===== src/rtl/full_adder_32b_if.sv =====
// Operand/result bundle for the registered 32-bit adder.
// master = operand producer / result consumer, slave = the adder itself.
interface full_adder_32b_if #(
  parameter int WIDTH = 32
);
  logic             in_valid;
  logic [WIDTH-1:0] a;
  logic [WIDTH-1:0] b;
  logic             cin;
  logic [WIDTH-1:0] sum;
  logic             cout;
  logic             ovf;
  logic             zero;
  logic             out_valid;

  modport master (
    output in_valid, a, b, cin,
    input  sum, cout, ovf, zero, out_valid
  );

  modport slave (
    input  in_valid, a, b, cin,
    output sum, cout, ovf, zero, out_valid
  );
endinterface


===== src/rtl/full_adder_32b.sv =====
// Registered 32-bit adder built from 4-bit carry-lookahead groups whose
// group carries ripple from one group to the next. One clock of latency,
// result registers hold while no qualified input arrives.
module full_adder_32b #(
  parameter int WIDTH = 32
) (
  input  logic             clk,
  input  logic             rst_n,
  full_adder_32b_if.slave  bus
);

  localparam int NGRP = WIDTH / 4;

  // Per-bit generate/propagate terms and the carry chain (w_carry[i] is the
  // carry into bit i, w_carry[WIDTH] is the carry out of the top bit).
  logic [WIDTH-1:0] w_g;
  logic [WIDTH-1:0] w_p;
  logic [WIDTH:0]   w_carry;
  logic [WIDTH-1:0] w_sum;
  logic             w_ovf;
  logic             w_zero;

  assign w_g        = bus.a & bus.b;
  assign w_p        = bus.a ^ bus.b;
  assign w_carry[0] = bus.cin;

  genvar gi;
  generate
    for (gi = 0; gi < NGRP; gi++) begin : g_cla
      localparam int B = 4 * gi;

      // Internal carries of the group are computed directly from the group
      // carry-in so only the group carry-out sits on the ripple path.
      assign w_carry[B+1] = w_g[B]
                          | (w_p[B] & w_carry[B]);
      assign w_carry[B+2] = w_g[B+1]
                          | (w_p[B+1] & w_g[B])
                          | (w_p[B+1] & w_p[B] & w_carry[B]);
      assign w_carry[B+3] = w_g[B+2]
                          | (w_p[B+2] & w_g[B+1])
                          | (w_p[B+2] & w_p[B+1] & w_g[B])
                          | (w_p[B+2] & w_p[B+1] & w_p[B] & w_carry[B]);
      assign w_carry[B+4] = w_g[B+3]
                          | (w_p[B+3] & w_g[B+2])
                          | (w_p[B+3] & w_p[B+2] & w_g[B+1])
                          | (w_p[B+3] & w_p[B+2] & w_p[B+1] & w_g[B])
                          | (w_p[B+3] & w_p[B+2] & w_p[B+1] & w_p[B] & w_carry[B]);
    end
  endgenerate

  // Each cell's sum bit: a ^ b ^ carry-in.
  assign w_sum  = w_p ^ w_carry[WIDTH-1:0];
  // Signed overflow: carry into the MSB differs from carry out of it.
  assign w_ovf  = w_carry[WIDTH-1] ^ w_carry[WIDTH];
  assign w_zero = (w_sum == '0);

  logic [WIDTH-1:0] r_sum;
  logic             r_cout;
  logic             r_ovf;
  logic             r_zero;
  logic             r_out_valid;

  // Result registers: reset wins, qualified inputs load, otherwise hold.
  always_ff @(posedge clk) begin
    if (!rst_n) begin
      r_sum       <= '0;
      r_cout      <= 1'b0;
      r_ovf       <= 1'b0;
      r_zero      <= 1'b0;
      r_out_valid <= 1'b0;
    end else begin
      r_out_valid <= bus.in_valid;
      if (bus.in_valid) begin
        r_sum  <= w_sum;
        r_cout <= w_carry[WIDTH];
        r_ovf  <= w_ovf;
        r_zero <= w_zero;
      end
    end
  end

  assign bus.sum       = r_sum;
  assign bus.cout      = r_cout;
  assign bus.ovf       = r_ovf;
  assign bus.zero      = r_zero;
  assign bus.out_valid = r_out_valid;

endmodule


===== src/flat_wrapper.sv =====
// flat-port wrapper written by rule: the top's interface ports become plain ports
module full_adder_32b_flat 
#(
  parameter int WIDTH = 32
)
  (clk, rst_n, bus_in_valid, bus_a, bus_b, bus_cin, bus_sum, bus_cout, bus_ovf, bus_zero, bus_out_valid);
  full_adder_32b_if #(.WIDTH(WIDTH)) bus_i ();
  input  logic clk;
  input  logic rst_n;
  input wire logic [$bits(bus_i.in_valid)-1:0] bus_in_valid;
  input wire logic [$bits(bus_i.a)-1:0] bus_a;
  input wire logic [$bits(bus_i.b)-1:0] bus_b;
  input wire logic [$bits(bus_i.cin)-1:0] bus_cin;
  output wire logic [$bits(bus_i.sum)-1:0] bus_sum;
  output wire logic [$bits(bus_i.cout)-1:0] bus_cout;
  output wire logic [$bits(bus_i.ovf)-1:0] bus_ovf;
  output wire logic [$bits(bus_i.zero)-1:0] bus_zero;
  output wire logic [$bits(bus_i.out_valid)-1:0] bus_out_valid;
  assign bus_i.in_valid = bus_in_valid;
  assign bus_i.a = bus_a;
  assign bus_i.b = bus_b;
  assign bus_i.cin = bus_cin;
  assign bus_sum = bus_i.sum;
  assign bus_cout = bus_i.cout;
  assign bus_ovf = bus_i.ovf;
  assign bus_zero = bus_i.zero;
  assign bus_out_valid = bus_i.out_valid;
  full_adder_32b #(.WIDTH(WIDTH)) u_core (.clk(clk), .rst_n(rst_n), .bus(bus_i));
endmodule

===== config.mk =====
export PLATFORM = sky130hd
export DESIGN_NAME = full_adder_32b_flat
export DESIGN_NICKNAME = d
export VERILOG_FILES = /design/src/rtl/full_adder_32b_if.sv /design/src/rtl/full_adder_32b.sv /design/src/flat_wrapper.sv
export SDC_FILE = /design/constraint.sdc
export NUM_CORES = 1
export LEC_CHECK = 0
export CORE_AREA = 2 2 87 89
export DETAILED_ROUTE_END_ITERATION = 16
export DIE_AREA = 0 0 89 91
export GPL_TIMING_DRIVEN = 0
export HOLD_SLACK_MARGIN = 0.03
export PLACE_DENSITY = 0.76
export SLEW_MARGIN = 25
export SYNTH_ARGS = -nofsm -noshare
export SYNTH_HDL_FRONTEND = slang
export SYNTH_SLANG_ARGS = --single-unit

===== constraint.sdc =====
create_clock -name clk -period 4.1 [get_ports clk]
set_input_delay 0.41 -clock clk [delete_from_list [all_inputs] [get_ports clk]]
set_output_delay 0.41 -clock clk [all_outputs]
set_load 0.02 [all_outputs]

==> metrics.md, run 1 <==
| Metric | Value |
|---|---|
| Post-route DRC | `0` |
| Share of the synthesized area in the top cell type | `25.20%` |
| Synth unique cells | `65` |
| Synthesized area per cell | `9.080 um^2` |
| DRT Pass-1 Iters | `5` |
| Worst setup path end | `u_core.bus.zero` |
| Clock root cell | `clkbuf_8` |
| Synth Area in Compound Gates | `21.78%` |
| Largest family of logic cells by synthesized area | `compound AO/OA/AOI/OAI gates` |
| HPWL Detailed | `6571 um` |
| Cell with the most instances after synthesis | `dfxtp_1` |
| Cells after DPL | `515` |
| Hold WC Path Type | `in -> reg` |
| Rows | `31` |
| Vias | `3022` |
| Top Ports | `104` |
| Vias per cell | `5.358` |
| Final worst path period share | `103.6%` |
| Post-synth EDFFs | `0` |
| Mux share of post-synthesis cell area | `4.199%` |
| R2r endpoint | `u_core.bus.sum[23]` |
| Reg2reg start | `u_core.bus.sum[23]` |
| First-pass GRT wire length | `14370 um` |
| Post-Synthesis Cells | `315` |
| Cell mode on critical path | `o2111ai_2` |
| Slowest-stage cell, CP | `fa_1` |
| Gr usage total | `22.39%` |
| Buf/Inv on CP | `3` |
| CP max FO | `4` |
| Initial Util | `40.08%` |
| Clock buffer depth | `2` |
| Critical Path Max Stage Delay | `0.50 ns` |
| Worst VDD drop | `224.3 uV` |
| H-tree depth | `2` |
| CORE AREA | `7137 um^2` |
| Final net count | `571` |
| Most instantiated cells after synthesis | `dfxtp_1 (36), ha_1 (32), nand2_1 (31)` |
| Drt initial violations | `110` |
| Clock-pin slew on the worst setup and hold paths | `0.08 ns` |
| Leak | `0.002002 uW` |
| Clock latency on the worst-skew pair | `0.28 ns` |
| Ys async rst share | `0%` |
| Post-DRT Antenna Nets | `0` |
| Die footprint | `8099 um^2` |
| Cell taking the most area after synthesis | `dfxtp_1` |
| Power Total | `1348 uW` |
| Share of post-route cells with drive strength above 1 | `34.27%` |
| Crit path depth | `17` |
| Placed Area | `3995 um^2` |
| TritonCTS clock tree | `yes` |
| Setup WS post-layout | `-0.1480 ns` |
| Wire per inst | `17.41 um` |
| Pins Over Slew Limit | `0` |
| Fin area | `4890 um^2` |
| Simple-gate area share of the yosys netlist | `20.69%` |
| Ys flop type | `dfxtp_1` |
| Unrepaired setup endpoints after global routing | `yes` |
| Worst-margin pin slew | `0.8227 ns` |
| Max cap viols | `0` |
| CP top delay family | `compound AO/OA/AOI/OAI gates` |
| Setup tns final | `-0.1480 ns` |
| Gp weighted congestion | `0.8013` |
| Critical path class | `in -> reg` |
| Violations in the final reports | `setup timing` |
| Area share of fa/ha/maj cells after synthesis | `19.60%` |
| Max frequency | `0.2354 GHz` |
| Die height | `91 um` |
| WL final | `9821 um` |
| Global route total overflow | `0` |
| Area Overhead vs Synth | `70.95%` |
| Worst path cell trace | `buf_2 > ha_4 > a21oi_4 > o211ai_4 > buf_6 > buf_4 > a221oi_1 > o211ai_1 > fa_1 > nor4b_1 > nand4_1 > nor3_2 > o2111ai_2 > nor4b_4 > o2111ai_2 > a2111oi_4 > a31o_1` |
| Post-Synth XOR/XNOR Area | `5.512%` |
| Num CTS Buffers | `5` |
| Top cells by area, synth | `dfxtp_1 (25%), ha_1 (14%), fa_1 (5.6%)` |
| # setup viols final | `1` |
| Power per cell area | `275.8 nW/um^2` |
| Clock sink count | `36` |
| Launch point of the worst path | `bus_a[3]` |
| Cts-stage hold buffer count | `0` |
| Critical path startpoint category | `input pin` |
| Worst hold slack | `0.4275 ns` |
| Setup Skew | `0 ns` |
| Post-synthesis instance area | `2860 um^2` |
| Final hold violation count | `0` |
| Largest net degree at the start of global routing | `13` |
| Initial antenna violation count | `1` |
| Post-synthesis sequential area ratio | `25.20%` |
| Fin crit period | `4.248 ns` |
| Number of global-route vias before repair | `3143` |
| Die Wd | `89 um` |
| Crit. End Element | `flop` |
| I/O Buffers | `101` |
| Register bit total from synthesis | `36` |
| Status | `finished with violations` |
| Critical path required time | `4.34 ns` |
| Rel. slew slack | `45.15%` |
| Synth Net Count | `423` |
| Data arrival, critical path | `4.48 ns` |
| Final Non-Filler Cells | `564` |
| R2R depth | `3` |
| Synthesis Warnings | `0` |
| Reg2Reg Setup Slack | `3.33 ns` |
-- sequential cells by signal, indices dropped and copies added, names as in the netlist --
register              cells
u_core.bus.out_valid      1
u_core.bus.cout           1
u_core.bus.zero           1
u_core.bus.sum           32
u_core.bus.ovf            1
-- area by class of cell --
type	count	area [um^2]
clock inverter	3	18.77
sequential	36	720.7
clock buffer	5	68.82
inverter	12	45.04
antenna	1	2.502
fill	546	2247
multi-input combinational	257	2676
timing repair buffer	141	1192
buffer	10	41.29
tap	99	123.9
-- per-stage QoR --
step	utilization, %	setup slack, ns
3_5_place_dp	55.98	-1.099
4_1_cts	64.25	0.0008682
6_report	68.51	-0.1480
3_3_place_gp	55.98	-1.111
2_1_floorplan	-	0.1993
5_1_grt	68.51	-0.2761
-- where the power goes --
group | total [uW] | internal [uW] | leakage, uW | switching [uW]
logic | 689 | 348 | 0.00166 | 341
clock network | 252 | 118 | 0.0000479 | 134
registers | 407 | 386 | 0.000298 | 21.8
total | 1350 | 852 | 0.00200 | 496
-- tightest hold or removal path: cells and delay by family --
| kind | cells | cell delay (ns) |
|---|---|---|
| and+or+nand+nor | 1 | 0.07 |
| buffers and inverters | 2 | 0.20 |
-- what timing repair did --
| item | CTS | global route |
|---|---|---|
| endpoints found under the setup margin | 1 | 1 |
| setup buffers | 22 | 18 |
| gates resized for setup | 135 | 78 |
| pin swaps | 37 | 55 |
-- metal layers --
layer / wire, um / GRT usage (%) / part of all wire (%)
met4: 352 / 7.836 / 3.6
met1: 3761 / 26.24 / 38
met2: 5133 / 38.81 / 52
met3: 574 / 5.727 / 5.8
met5: 0 / 0 / 0
-- layout by cell type (no fill, tap or decap), types with 4 or more instances in the layout --
cell type,count
or3_1,4
ha_1,7
xor2_1,4
nand3_1,5
clkbuf_1,8
nand2_1,27
clkdlybuf4s15_1,4
a21oi_4,8
xnor2_1,13
inv_1,12
dfxtp_1,36
buf_6,7
mux2i_1,12
nor3_1,4
nor2_1,6
o211a_1,10
and2_1,5
nand2b_1,4
nor2b_1,18
buf_2,6
o21ai_0,11
dlygate4sd2_1,20
ha_4,24
and3_4,4
o21a_1,4
a21oi_1,6
buf_4,38
clkdlybuf4s50_1,48
clkbuf_2,17
a21oi_2,4
clkbuf_8,5
fa_1,8
-- how the worst min path moves through the flow --
stage,endpoint,cells after the start,start,slack (ns)
after floorplan,u_core.bus.sum[19],2,u_core.bus.sum[19],0.55
after global placement,u_core.bus.sum[25],1,u_core.bus.sum[25],0.47
after detailed placement,u_core.bus.sum[0],1,u_core.bus.sum[0],0.47
after CTS,u_core.bus.sum[1],2,rst_n,0.43
after global routing,u_core.bus.out_valid,3,rst_n,0.43
final,u_core.bus.out_valid,3,rst_n,0.43
-- cells by family (layout without fill, tap and decap cells) --
group,after synthesis,after routing
compound gates,81,81
simple gates,106,106
other cells,0,1
flops,36,36
mux,12,12
xor+xnor,18,18
fa+ha+maj,40,40
buf+inv,22,171
No activity file was read; power rests on OpenSTA's default activity.
==> run 2, diff against run 1 <==
PLACE_DENSITY = 0.72   (was 0.76)
SLEW_MARGIN = unset   (was 25)
clock period = 3.9 ns   (was 4.1 ns; I/O delays follow)
==> run 2 against run 1 <==
- the run still ends with setup timing left
- final cell count unchanged
- design area is 0.51% lower
- core utilization shrank 0.35 points
- global-route usage up 2.2 points
- critical endpoint unchanged
- largest power group unchanged
==> metrics.md, run 2 (synthesis gave the netlist of run 1 again) <==
| Metric | Value |
|---|---|
| Final hold violation count | `0` |
| Gr usage total | `24.56%` |
| Most common cell after layout, fill and taps aside | `clkdlybuf4s50_1` |
| Drt initial violations | `138` |
| Gp weighted congestion | `0.9475` |
| Max reg flops | `32` |
| Num CTS Buffers | `5` |
| Hold WC Path Type | `in -> reg` |
| Critical path class | `in -> reg` |
| Setup Skew | `0 ns` |
| HPWL Detailed | `6534 um` |
| Data arrival, critical path | `4.19 ns` |
| Worst hold slack | `0.3910 ns` |
| Clock root cell | `clkbuf_8` |
| Rel. slew slack | `45.22%` |
| Number of diodes | `0` |
| Placed Area | `3995 um^2` |
| Die Wd | `89 um` |
| Top Ports | `104` |
| Power per cell area | `293.8 nW/um^2` |
| Worst VDD drop | `145.0 uV` |
| Clock buffer depth | `2` |
| Share of post-route cells with drive strength above 1 | `35.05%` |
| CP max FO | `3` |
| Clock-pin slew on the worst setup and hold paths | `0.08 ns` |
| DRT Pass-1 Iters | `4` |
| Commonest cells after routing, fill and taps aside | `clkdlybuf4s50_1 (48), buf_4 (41), dfxtp_1 (36), nand2_1 (28), ha_4 (24)` |
| Cell mode on critical path | `buf_4` |
| # setup viols final | `1` |
| Global route total overflow | `0` |
| Violations in the final reports | `setup timing` |
| Die footprint | `8099 um^2` |
| WL final | `9647 um` |
| Status | `finished with violations` |
| Fin crit period | `3.945 ns` |
| Critical path required time | `4.15 ns` |
| Fin area | `4865 um^2` |
| Vias per cell | `5.351` |
| Number of global-route vias before repair | `3302` |
| R2R depth | `3` |
| # fillers | `555` |
| Unrepaired setup endpoints after global routing | `yes` |
| R2r endpoint | `u_core.bus.sum[2]` |
| Reg2reg start | `u_core.bus.sum[2]` |
| Initial Util | `40.08%` |
| Critical path startpoint category | `input pin` |
| Area Overhead vs Synth | `70.08%` |
| Wire per inst | `17.10 um` |
| Max frequency | `0.2535 GHz` |
| Vias | `3018` |
| Post-route DRC | `0` |
| Critical Path Max Stage Delay | `0.34 ns` |
| Initial antenna violation count | `0` |
| Worst setup path end | `u_core.bus.zero` |
| Post-DRT Antenna Nets | `0` |
| Hold depth | `2` |
| I/O Buffers | `101` |
| H-tree depth | `2` |
| Clock latency on the worst-skew pair | `0.30 ns` |
| Final worst path period share | `101.2%` |
| Setup WS post-layout | `-0.04550 ns` |
| Power Total | `1429 uW` |
| Pins Over Slew Limit | `0` |
| Crit. End Element | `flop` |
| Clock sink count | `36` |
| TritonCTS clock tree | `yes` |
| Die height | `91 um` |
| CORE AREA | `7137 um^2` |
| Leak | `0.001975 uW` |
| Launch point of the worst path | `bus_b[13]` |
| Slowest-stage cell, CP | `a2111oi_2` |
| Max cap viols | `0` |
| First-pass GRT wire length | `15680 um` |
| Worst-margin pin slew | `0.8217 ns` |
| Final net count | `572` |
| Rows | `31` |
| Reg2Reg Setup Slack | `3.10 ns` |
| Largest net degree at the start of global routing | `14` |
## run 2: cell types whose count changed in the layout (fill, tap and decap cells not counted), sizes merged
cell / previous run / this run
diode: 1 / 0
clkbuf: 30 / 16
clkinv: 3 / 1
dlymetal6s2s: 2 / 0
clkdlybuf4s15: 4 / 16
buf: 52 / 62
clkinvlp: 0 / 2
dlygate4sd2: 20 / 15
## run 2: metal layers
metal	track usage [%]	routed length, um	vias up
met5	0	0	-
met4	9.328	306	0
met3	3.818	534	24
met2	43.22	4840	108
met1	29.37	3965	1442
li1	-	-	1444
## run 2: critical path: cells and delay by family
kind / cells / cell delay (ns)
xor gates and xnor gates: 1 / 0.15
AOI/OAI and AO/OA: 7 / 1.42
adders and majority gates: 1 / 0.26
buffers and inverters: 15 / 1.91
and+or+nand+nor: 1 / 0.08
## run 2: how the worst min path moves through the flow
stage                       startpoint            endpoint  slack, ns
finish                           rst_n   u_core.bus.sum[1]       0.39
global placement    u_core.bus.sum[21]  u_core.bus.sum[21]       0.46
floorplan           u_core.bus.sum[19]  u_core.bus.sum[19]       0.55
global route                     rst_n      u_core.bus.ovf       0.41
detailed placement   u_core.bus.sum[0]   u_core.bus.sum[0]       0.48
CTS                              rst_n      u_core.bus.ovf       0.39
## run 2: cell type report
class | instances | area [um^2] | share of cell area [%]
clock buffer | 5 | 68.82 | 1.415
buffer | 10 | 41.29 | 0.8488
timing repair buffer | 142 | 1225 | 25.18
inverter | 12 | 45.04 | 0.9259
clock inverter | 3 | 23.77 | 0.4887
sequential | 36 | 720.7 | 14.81
multi-input combinational | 257 | 2616 | 53.78
tap | 99 | 123.9 | 2.546
## run 2: through the flow
step | std cells | utilization, % | setup WS, ns | setup TNS [ns]
floorplan | 315 | - | 0.01930 | 0
global placement | 515 | 55.98 | -1.328 | -1.328
detailed placement | 515 | 55.98 | -1.271 | -1.271
CTS | 564 | 67.93 | -0.01299 | -0.01299
global route | 564 | 68.16 | -0.2157 | -0.2157
finish | 564 | 68.16 | -0.04550 | -0.04550
## run 2: report_power, final
part	switching [uW]	internal, uW	total, uW
logic	349	367	716
registers	21.9	405	427
clock network	159	127	286
## run 2: repair_timing
action,CTS,global route
resized for setup,213,9
setup endpoints to repair,1,2
hold buffers,0,0
setup buffers,41,0
pin swaps,61,1
